## src/rtl/mc_pkg.sv

```systemverilog
// Shared encodings for the multi-cycle MIPS-subset control unit: FSM states,
// opcode/funct constants, instruction classes and datapath select codes.
package mc_pkg;

    typedef enum logic [2:0] {
        ST_FETCH  = 3'd0,
        ST_DECODE = 3'd1,
        ST_EXEC   = 3'd2,
        ST_MEM    = 3'd3,
        ST_WB     = 3'd4
    } state_t;

    localparam logic [5:0] OP_RTYPE = 6'b000000;
    localparam logic [5:0] OP_ORI   = 6'b001101;
    localparam logic [5:0] OP_LW    = 6'b100011;
    localparam logic [5:0] OP_SW    = 6'b101011;
    localparam logic [5:0] OP_BEQ   = 6'b000100;
    localparam logic [5:0] OP_LUI   = 6'b001111;
    localparam logic [5:0] OP_J     = 6'b000010;
    localparam logic [5:0] FN_ADDU  = 6'b100001;
    localparam logic [5:0] FN_SUBU  = 6'b100011;

    typedef enum logic [3:0] {
        CL_NOP  = 4'd0,
        CL_ADDU = 4'd1,
        CL_SUBU = 4'd2,
        CL_ORI  = 4'd3,
        CL_LW   = 4'd4,
        CL_SW   = 4'd5,
        CL_BEQ  = 4'd6,
        CL_LUI  = 4'd7,
        CL_J    = 4'd8
    } iclass_t;

    localparam logic [1:0] EOP_SIGN   = 2'd0;
    localparam logic [1:0] EOP_ZERO   = 2'd1;
    localparam logic [1:0] EOP_HI16   = 2'd2;
    localparam logic [1:0] EOP_SHL2   = 2'd3;

    localparam logic [1:0] ALU_ADD    = 2'd0;
    localparam logic [1:0] ALU_SUB    = 2'd1;
    localparam logic [1:0] ALU_OR     = 2'd2;
    localparam logic [1:0] ALU_PASSB  = 2'd3;

    localparam logic [1:0] SRCB_RT    = 2'd0;
    localparam logic [1:0] SRCB_FOUR  = 2'd1;
    localparam logic [1:0] SRCB_EXT   = 2'd2;

    localparam logic [1:0] PCS_ALU    = 2'd0;
    localparam logic [1:0] PCS_ALUOUT = 2'd1;
    localparam logic [1:0] PCS_JUMP   = 2'd2;

    // Extender mode chosen in EXEC; MEM/WB keep presenting it so the
    // immediate path stays stable for the whole back half of the instruction.
    function automatic logic [1:0] exec_eop(input iclass_t cls);
        logic [1:0] e;
        case (cls)
            CL_ORI:  e = EOP_ZERO;
            CL_LUI:  e = EOP_HI16;
            default: e = EOP_SIGN;
        endcase
        return e;
    endfunction

endpackage

```

## src/rtl/mc_decode.sv

```systemverilog
// Combinational instruction decoder: maps opcode/funct to an instruction
// class and flags encodings outside the supported subset.
module mc_decode
    import mc_pkg::*;
(
    input  logic [5:0] op,
    input  logic [5:0] funct,
    output logic [3:0] iclass,
    output logic       illegal
);

    // Opcode/funct lookup; unknown encodings become nop with illegal raised.
    always_comb begin
        iclass  = CL_NOP;
        illegal = 1'b0;
        case (op)
            OP_RTYPE: begin
                case (funct)
                    FN_ADDU: iclass = CL_ADDU;
                    FN_SUBU: iclass = CL_SUBU;
                    default: illegal = 1'b1;
                endcase
            end
            OP_ORI:  iclass = CL_ORI;
            OP_LW:   iclass = CL_LW;
            OP_SW:   iclass = CL_SW;
            OP_BEQ:  iclass = CL_BEQ;
            OP_LUI:  iclass = CL_LUI;
            OP_J:    iclass = CL_J;
            default: illegal = 1'b1;
        endcase
    end

endmodule

```

## src/rtl/mc_ctrl.sv

```systemverilog
// Multi-cycle control unit: FETCH/DECODE/EXEC/MEM/WB sequencer driving the
// datapath enables and selects, plus a retired-instruction counter.
module mc_ctrl
    import mc_pkg::*;
(
    input  logic        clk,
    input  logic        reset,
    input  logic [5:0]  op,
    input  logic [5:0]  funct,
    input  logic        zero,
    output logic        pc_we,
    output logic        ir_we,
    output logic        reg_we,
    output logic        mem_we,
    output logic [1:0]  eop,
    output logic [1:0]  alu_op,
    output logic        alu_src_a,
    output logic [1:0]  alu_src_b,
    output logic [1:0]  pc_src,
    output logic        reg_dst,
    output logic        wd_sel,
    output logic        instr_done,
    output logic        illegal,
    output logic [31:0] instr_cnt
);

    state_t      state_r;
    state_t      next_s;
    iclass_t     class_r;
    logic [31:0] cnt_r;

    logic [3:0]  dec_class_s;
    logic        dec_illegal_s;

    logic        pc_we_s;
    logic        ir_we_s;
    logic        reg_we_s;
    logic        mem_we_s;
    logic        done_s;
    logic        illegal_s;

    mc_decode u_decode (
        .op      (op),
        .funct   (funct),
        .iclass  (dec_class_s),
        .illegal (dec_illegal_s)
    );

    // State register; reset always restarts at FETCH.
    always_ff @(posedge clk) begin
        if (!reset) begin
            state_r <= ST_FETCH;
        end else begin
            state_r <= next_s;
        end
    end

    // Latch the decoded class at the end of DECODE so later states ignore IR.
    always_ff @(posedge clk) begin
        if (!reset) begin
            class_r <= CL_NOP;
        end else if (state_r == ST_DECODE) begin
            class_r <= iclass_t'(dec_class_s);
        end else begin
            class_r <= class_r;
        end
    end

    // Retired-instruction counter, naturally wrapping at 32 bits.
    always_ff @(posedge clk) begin
        if (!reset) begin
            cnt_r <= 32'd0;
        end else if (done_s) begin
            cnt_r <= cnt_r + 32'd1;
        end else begin
            cnt_r <= cnt_r;
        end
    end

    // Next-state and per-state datapath controls; only DECODE looks at live
    // op/funct and only beq's EXEC looks at zero.
    always_comb begin
        next_s    = state_r;
        pc_we_s   = 1'b0;
        ir_we_s   = 1'b0;
        reg_we_s  = 1'b0;
        mem_we_s  = 1'b0;
        done_s    = 1'b0;
        illegal_s = 1'b0;
        eop       = EOP_SIGN;
        alu_op    = ALU_ADD;
        alu_src_a = 1'b0;
        alu_src_b = SRCB_RT;
        pc_src    = PCS_ALU;
        reg_dst   = 1'b0;
        wd_sel    = 1'b0;
        case (state_r)
            ST_FETCH: begin
                ir_we_s   = 1'b1;
                pc_we_s   = 1'b1;
                alu_src_b = SRCB_FOUR;
                next_s    = ST_DECODE;
            end
            ST_DECODE: begin
                alu_src_b = SRCB_EXT;
                eop       = EOP_SHL2;
                if (dec_illegal_s) begin
                    illegal_s = 1'b1;
                    done_s    = 1'b1;
                    next_s    = ST_FETCH;
                end else if (iclass_t'(dec_class_s) == CL_J) begin
                    pc_we_s   = 1'b1;
                    pc_src    = PCS_JUMP;
                    done_s    = 1'b1;
                    next_s    = ST_FETCH;
                end else begin
                    next_s    = ST_EXEC;
                end
            end
            ST_EXEC: begin
                eop    = exec_eop(class_r);
                next_s = ST_WB;
                case (class_r)
                    CL_ADDU: begin
                        alu_src_a = 1'b1;
                    end
                    CL_SUBU: begin
                        alu_src_a = 1'b1;
                        alu_op    = ALU_SUB;
                    end
                    CL_ORI: begin
                        alu_src_a = 1'b1;
                        alu_src_b = SRCB_EXT;
                        alu_op    = ALU_OR;
                    end
                    CL_LUI: begin
                        alu_src_b = SRCB_EXT;
                        alu_op    = ALU_PASSB;
                    end
                    CL_LW, CL_SW: begin
                        alu_src_a = 1'b1;
                        alu_src_b = SRCB_EXT;
                        next_s    = ST_MEM;
                    end
                    CL_BEQ: begin
                        alu_src_a = 1'b1;
                        alu_op    = ALU_SUB;
                        pc_src    = PCS_ALUOUT;
                        pc_we_s   = zero;
                        done_s    = 1'b1;
                        next_s    = ST_FETCH;
                    end
                    default: next_s = ST_FETCH;
                endcase
            end
            ST_MEM: begin
                eop = exec_eop(class_r);
                if (class_r == CL_LW) begin
                    next_s = ST_WB;
                end else if (class_r == CL_SW) begin
                    mem_we_s = 1'b1;
                    done_s   = 1'b1;
                    next_s   = ST_FETCH;
                end else begin
                    next_s = ST_FETCH;
                end
            end
            ST_WB: begin
                eop      = exec_eop(class_r);
                reg_we_s = 1'b1;
                done_s   = 1'b1;
                next_s   = ST_FETCH;
                if (class_r == CL_ADDU || class_r == CL_SUBU) begin
                    reg_dst = 1'b1;
                end else begin
                    reg_dst = 1'b0;
                end
                if (class_r == CL_LW) begin
                    wd_sel = 1'b1;
                end else begin
                    wd_sel = 1'b0;
                end
            end
            default: next_s = ST_FETCH;
        endcase
    end

    // Write enables and pulses are suppressed while reset is held low.
    assign pc_we      = reset & pc_we_s;
    assign ir_we      = reset & ir_we_s;
    assign reg_we     = reset & reg_we_s;
    assign mem_we     = reset & mem_we_s;
    assign instr_done = reset & done_s;
    assign illegal    = reset & illegal_s;
    assign instr_cnt  = cnt_r;

endmodule

```

## config.mk

```make
export PLATFORM = sky130hd
export DESIGN_NAME = mc_ctrl
export DESIGN_NICKNAME = d
export VERILOG_FILES = /design/src/rtl/mc_pkg.sv /design/src/rtl/mc_decode.sv /design/src/rtl/mc_ctrl.sv
export SDC_FILE = /design/constraint.sdc
export NUM_CORES = 1
export LEC_CHECK = 0
export ABC_AREA = 1
export CORE_MARGIN = 2
export CORE_UTILIZATION = 53
export CTS_CLUSTER_SIZE = 8
export DETAILED_ROUTE_END_ITERATION = 10
export HOLD_SLACK_MARGIN = 0.05
export PLACE_DENSITY = 0.95
export SLEW_MARGIN = 20
export SYNTH_ARGS = -nofsm -noshare
export SYNTH_HDL_FRONTEND = slang
export SYNTH_HIERARCHICAL = 1
export SYNTH_SLANG_ARGS = --single-unit
```

## constraint.sdc

```tcl
create_clock -name clk -period 2.5 [get_ports clk]
set_input_delay 0.375 -clock clk [delete_from_list [all_inputs] [get_ports clk]]
set_output_delay 0.375 -clock clk [all_outputs]
set_load 0.02 [all_outputs]
```

# Word level (Yosys, flattened, before mapping)
# Cells that the tools add are included.
[totals]
regBits = 39
inputBits = 15
output_inout_bits = 49
wordCells = 80
[classes]
reduce_logical = 11
n_mux = 39
add_sub_neg = 1
eq_ne = 20
bitwise_logic = 6
[op_table]
columns = ["cell", "n"]
rows = [
  ["adder 32 x 1 -> 32 bit (second input constant)", 1],
  ["one-hot mux 4 bit (7 select lines)", 1],
  ["equality test 6 bit (second input constant)", 4],
  ["two-way mux 1 bit", 20],
  ["equality test 4 x 3 -> 1 bit (second input constant)", 4],
  ["one-hot mux 2 bit (2 select lines)", 4],
  ["equality test 6 x 4 -> 1 bit (second input constant)", 2],
  ["two-way mux 2 bit", 6],
  ["one-hot mux 2 bit (3 select lines)", 2],
  ["one-hot mux 3 bit (4 select lines)", 1],
  ["OR reduction 6 bit", 2],
  ["equality test 4 x 2 -> 1 bit (second input constant)", 2],
  ["OR reduction 4 bit", 2],
  ["bitwise AND 1 bit", 6],
  ["equality test 3 x 2 -> 1 bit (second input constant)", 2],
  ["equality test 6 x 2 -> 1 bit (second input constant)", 1],
  ["equality test 6 x 3 -> 1 bit (second input constant)", 1],
  ["zero test 6 bit", 1],
  ["one-hot mux 3 bit (2 select lines)", 1],
  ["OR reduction 2 bit", 3],
  ["equality test 4 x 1 -> 1 bit (second input constant)", 1],
  ["equality test 4 bit (second input constant)", 1],
  ["one-hot mux 1 bit (4 select lines)", 1],
  ["equality test 3 x 1 -> 1 bit (second input constant)", 1],
  ["7 further kinds", 7],
]

# Logic depth before layout (Yosys ltp)
[logic_depth]
word_depth = 8
ltp_mapped = 15
mapped_depth_nobuf = 13

# Modules after synthesis
# Netlist, hierarchy kept.
[modules_own_cells]
columns = ["module", "seq_area_each_um2", "area_per_inst_um2", "cells_per_inst", "instances"]
rows = [
  ["mc_ctrl", 780.7, 2422.3, 396, 1],
  ["mc_decode", 0.0, 182.7, 40, 1],
]

# Least setup slack after synthesis
# Ideal clock, no wire load.
[synth_timing]
path_kind = "input port to output port"
startpoint = "input port op[0]"
endpoint = "output port pc_we"
path_buffers = 0
setup_slack_ps = 365
path_stages = 11
t_arrival_ps = 1760
cell_sequence = "nand2_1 -> nand3b_1 -> nand2b_1 -> nand3_1 -> nor2_1 -> nand3_1 -> nor3_1 -> nor2_1 -> nand2_1 -> nand2_1 -> inv_1"
[synth_via]
elab_chain_cells = 7
[synth_rtl]
columns = ["element", "line", "text"]
rows = [
  ["start, declared", "mc_ctrl.sv:8", "input logic [5:0] op,"],
  ["equality test 6 x 2 -> 1 bit (tied with other cells)", "mc_decode.sv:16", "case (op)"],
  ["one-hot mux 4 bit (7 select lines) (*)", "mc_decode.sv:16", ""],
  ["via dec_class_s[0]", "mc_ctrl.sv:32", "logic [3:0] dec_class_s;"],
  ["equality test 4 bit (*)", "mc_ctrl.sv:111", "end else if (iclass_t'(dec_class_s) == CL_J) begin"],
  ["two-way mux 1 bit (*)", "mc_ctrl.sv:111", ""],
  ["two-way mux 1 bit (*)", "mc_ctrl.sv:107", "if (dec_illegal_s) begin"],
  ["one-hot mux 1 bit (3 select lines) (*)", "mc_ctrl.sv:97", "case (state_r)"],
  ["bitwise AND 1 bit (*)", "mc_ctrl.sv:189", "assign pc_we = reset & pc_we_s;"],
  ["end, declared", "mc_ctrl.sv:11", "output logic pc_we,"],
]
# The timed path passes the listed nets; every way through them passes the cells marked *.

# Worst setup path after layout
[layout_timing]
startpoint = "register state_r[0]"
endpoint = "output port alu_op[0]"
[layout_via]
elab_chain_cells = 2
[layout_rtl]
columns = ["element", "line", "text"]
rows = [
  ["start, declared", "mc_ctrl.sv:27", "state_t state_r;"],
  ["start signal, assigned", "mc_ctrl.sv:54", "state_r <= next_s;"],
  ["equality test 3 x 2 -> 1 bit", "mc_ctrl.sv:97", ""],
  ["two-way mux 2 bit", "mc_ctrl.sv:97", ""],
  ["end, declared", "mc_ctrl.sv:16", "output logic [1:0] alu_op,"],
]
# Every way passes these cells.

==> impl_metrics.py <==
metrics = {
    "clock_network": {
        "clock-sinks": 39,
        "cts_buffer_depth": 2,
        "cts_tree": "done",
        "clk_pin_slew_ns": 0.08,
        "ctsRootBufferMaster": "clkbuf_8",
        "clk_latency_ns": 0.29,
        "cts_inserted_buffers": 5,
        "ctsHoldBuffers": 0,
        "cts_max_level": 2,
    },
    "critical_path": {
        "ff2ff_setup_slack_ns": 0.70,
        "setup.worst_path.end_class": "output pin",
        "arrival_ns": 2.03,
        "crit_path_start_kind": "flop",
        "crit_type": "flop to output pin",
        "worstPathRequired_ns": 2.12,
        "critical_path_peak_fanout": 7,
    },
    "yosys": {
        "synth.distinct_cells": 29,
        "yosysSeqAreaShare": 0.300,
        "synth_commonest_cells": "115 x nand2_1, 105 x nor2_1, 39 x dfxtp_1",
        "yosys.area.top_type": "dfxtp_1",
        "synth_most_common_cell": "nand2_1",
        "netlist.area_leader.share": 0.300,
        "syn_area_um2": 2600,
        "synth-edff-count": 0,
        "synth_ff_type": "dfxtp_1",
        "synth.avg_cell_area_um2": 5.97,
        "synth_seq_cells": 39,
        "yosys-top-cells-area": "dfxtp_1 30%, nand2_1 17%, nor2_1 15%",
        "syn_inst": 436,
        "yosysWarnings": 6,
        "synthArstFlopShare": 0,
        "synth_nets": 452,
    },
    "sta": {
        "period_share": 0.961,
        "hold_viol": 0,
        "layout_min_cycle_time_ns": 2.40,
        "fin_ws_ns": 0.0969,
        "tns_ns": 0,
        "drv_slew": 0,
        "fmax_ghz": 0.416,
        "fin_worst_skew_ns": 0.00482,
        "tightest_slew_ns": 0.486,
        "holdWs_ns": 0.524,
        "rsz0062_at_grt": "true",
        "setup_viol": 0,
        "slew_headroom": 0.675,
    },
    "drt": {
        "routed-via-count": 3055,
        "route.met2.wl_um": 3460,
        "viasPerCell": 5.30,
        "top_layer": "met4",
        "wl_um": 6960,
        "met1_length_um": 2960,
        "wl_met3_um": 434,
        "drc": 0,
        "drtAntennaViolNets": 0,
        "firstDrtPassIters": 5,
        "wire_per_inst_um": 12.1,
        "drt_iter0_markers": 278,
    },
    "die": {
        "die_y_um": 74.1,
        "rows": 25,
        "ios": 64,
        "start_util": 0.552,
        "die-area_um2": 5490,
        "core_um2": 4720,
        "die_x_um": 74.1,
    },
    "power_and_ir_drop": {
        "power.leakage_nw": 1.35,
        "vdd_drop_max_uv": 231,
        "design_power_total_mw": 1.29,
        "powerDensity_nw_per_um2": 373,
    },
    "cells_and_area": {
        "final_cell_area_um2": 3460,
        "final_nets": 524,
        "stdcell_count": 576,
        "fin_util": 0.733,
        "drive_gt1_frac": 0.114,
        "area_growth_pct": 32.9,
        "antennaDiodeCount": 0,
    },
    "placement": {
        "dp.cells": 567,
        "dp_slack_ns": -0.401,
        "postPlaceCellArea_um2": 3350,
        "port_buffers": 63,
        "gp_congestion": 0.885,
        "hpwl_um": 5410,
    },
    "global_route": {
        "grt.overflow.total": 0,
        "grt_start_max_net_pins": 31,
        "grt_pass1_vias": 2685,
        "grt.total_usage": 0.262,
        "antenna_found_initial": 0,
        "grt_pass1_wl_um": 11500,
    },
    "worst_hold_path": {
        "hold_path_class": "flop to flop",
    },
    "run_status": {
        "run_status": "complete, no violations",
    },
    "job": {
        "drv_cap": 0,
    },
}
-- routing by layer --
metal | GRT usage | up-vias
met5 | 0 | -
met4 | 0.0828 | 0
met3 | 0.0488 | 16
met2 | 0.458 | 125
met1 | 0.324 | 1386
li1 | - | 1528
-- flip-flops by register name, indices dropped and copies added, names as in the netlist --
| name | flops |
|---|---|
| instr_cnt | 32 |
| state_r | 3 |
| class_r | 4 |
-- layout by cell type, fill, tap and decap left out, types with 3 or more instances in the layout --
cell type | netlist | layout
a21oi_2 | 6 | 6
nand3_1 | 38 | 38
nor2_4 | 3 | 3
inv_2 | 6 | 6
dlygate4sd2_1 | 0 | 3
inv_1 | 34 | 34
a21oi_1 | 33 | 33
nand2_1 | 115 | 115
o21ai_0 | 4 | 4
clkdlybuf4s50_1 | 0 | 53
buf_4 | 0 | 12
clkbuf_8 | 0 | 5
nor2_2 | 8 | 10
nand4_1 | 7 | 7
nor3_1 | 7 | 6
dfxtp_1 | 39 | 39
dlymetal6s2s_1 | 0 | 3
xor2_1 | 4 | 4
nor2_1 | 105 | 103
-- worst max-delay path: stages (launching register included) --
cell and delay [ns]:
dfxtp_1 0.38, inv_1 0.12, nand3_4 0.12, a2111oi_1 0.42, clkdlybuf4s50_1 0.70
-- power breakdown --
group / total [mW] / switching, mW / internal [mW]
Combinational: 0.228 / 0.136 / 0.0918
Clock: 0.421 / 0.227 / 0.194
Sequential: 0.641 / 0.0111 / 0.630
Total: 1.29 / 0.374 / 0.916
-- final cells by class --
type / count / area [um2]
Sequential cell: 39 / 781
Multi-Input combinational cell: 346 / 1610
Fill cell: 405 / 1260
Clock buffer: 5 / 68.8
Inverter: 40 / 150
Timing Repair Buffer: 76 / 746
Tap cell: 67 / 83.8
Clock inverter: 3 / 20.0
-- final timing paths --
kind / cells past startpoint / start / end
max: 4 / state_r[0] / alu_op[0]
min: 2 / class_r[2] / class_r[2]
max reg2reg: 10 / instr_cnt[0] / instr_cnt[28]
min reg2reg: 2 / class_r[2] / class_r[2]
-- cells by family (layout without fill, tap and decap cells) --
kind of cell | after synthesis | after routing | synth area share
buffers and inverters | 51 | 124 | 0.0903
AOI/OAI and AO/OA | 47 | 47 | 0.101
xor gates and xnor gates | 6 | 6 | 0.0202
and+or+nand+nor | 292 | 292 | 0.484
adders and majority gates | 1 | 1 | 0.00480
DFF | 39 | 39 | 0.300
-- repair_timing --
action	CTS	global route
endpoints found under the setup margin	4	7
buffers inserted	1	0
hold endpoints to repair	0	0
gates resized for setup	20	9
cloned	0	0
pin swaps	2	4
Power figures use the tool's default switching activity.
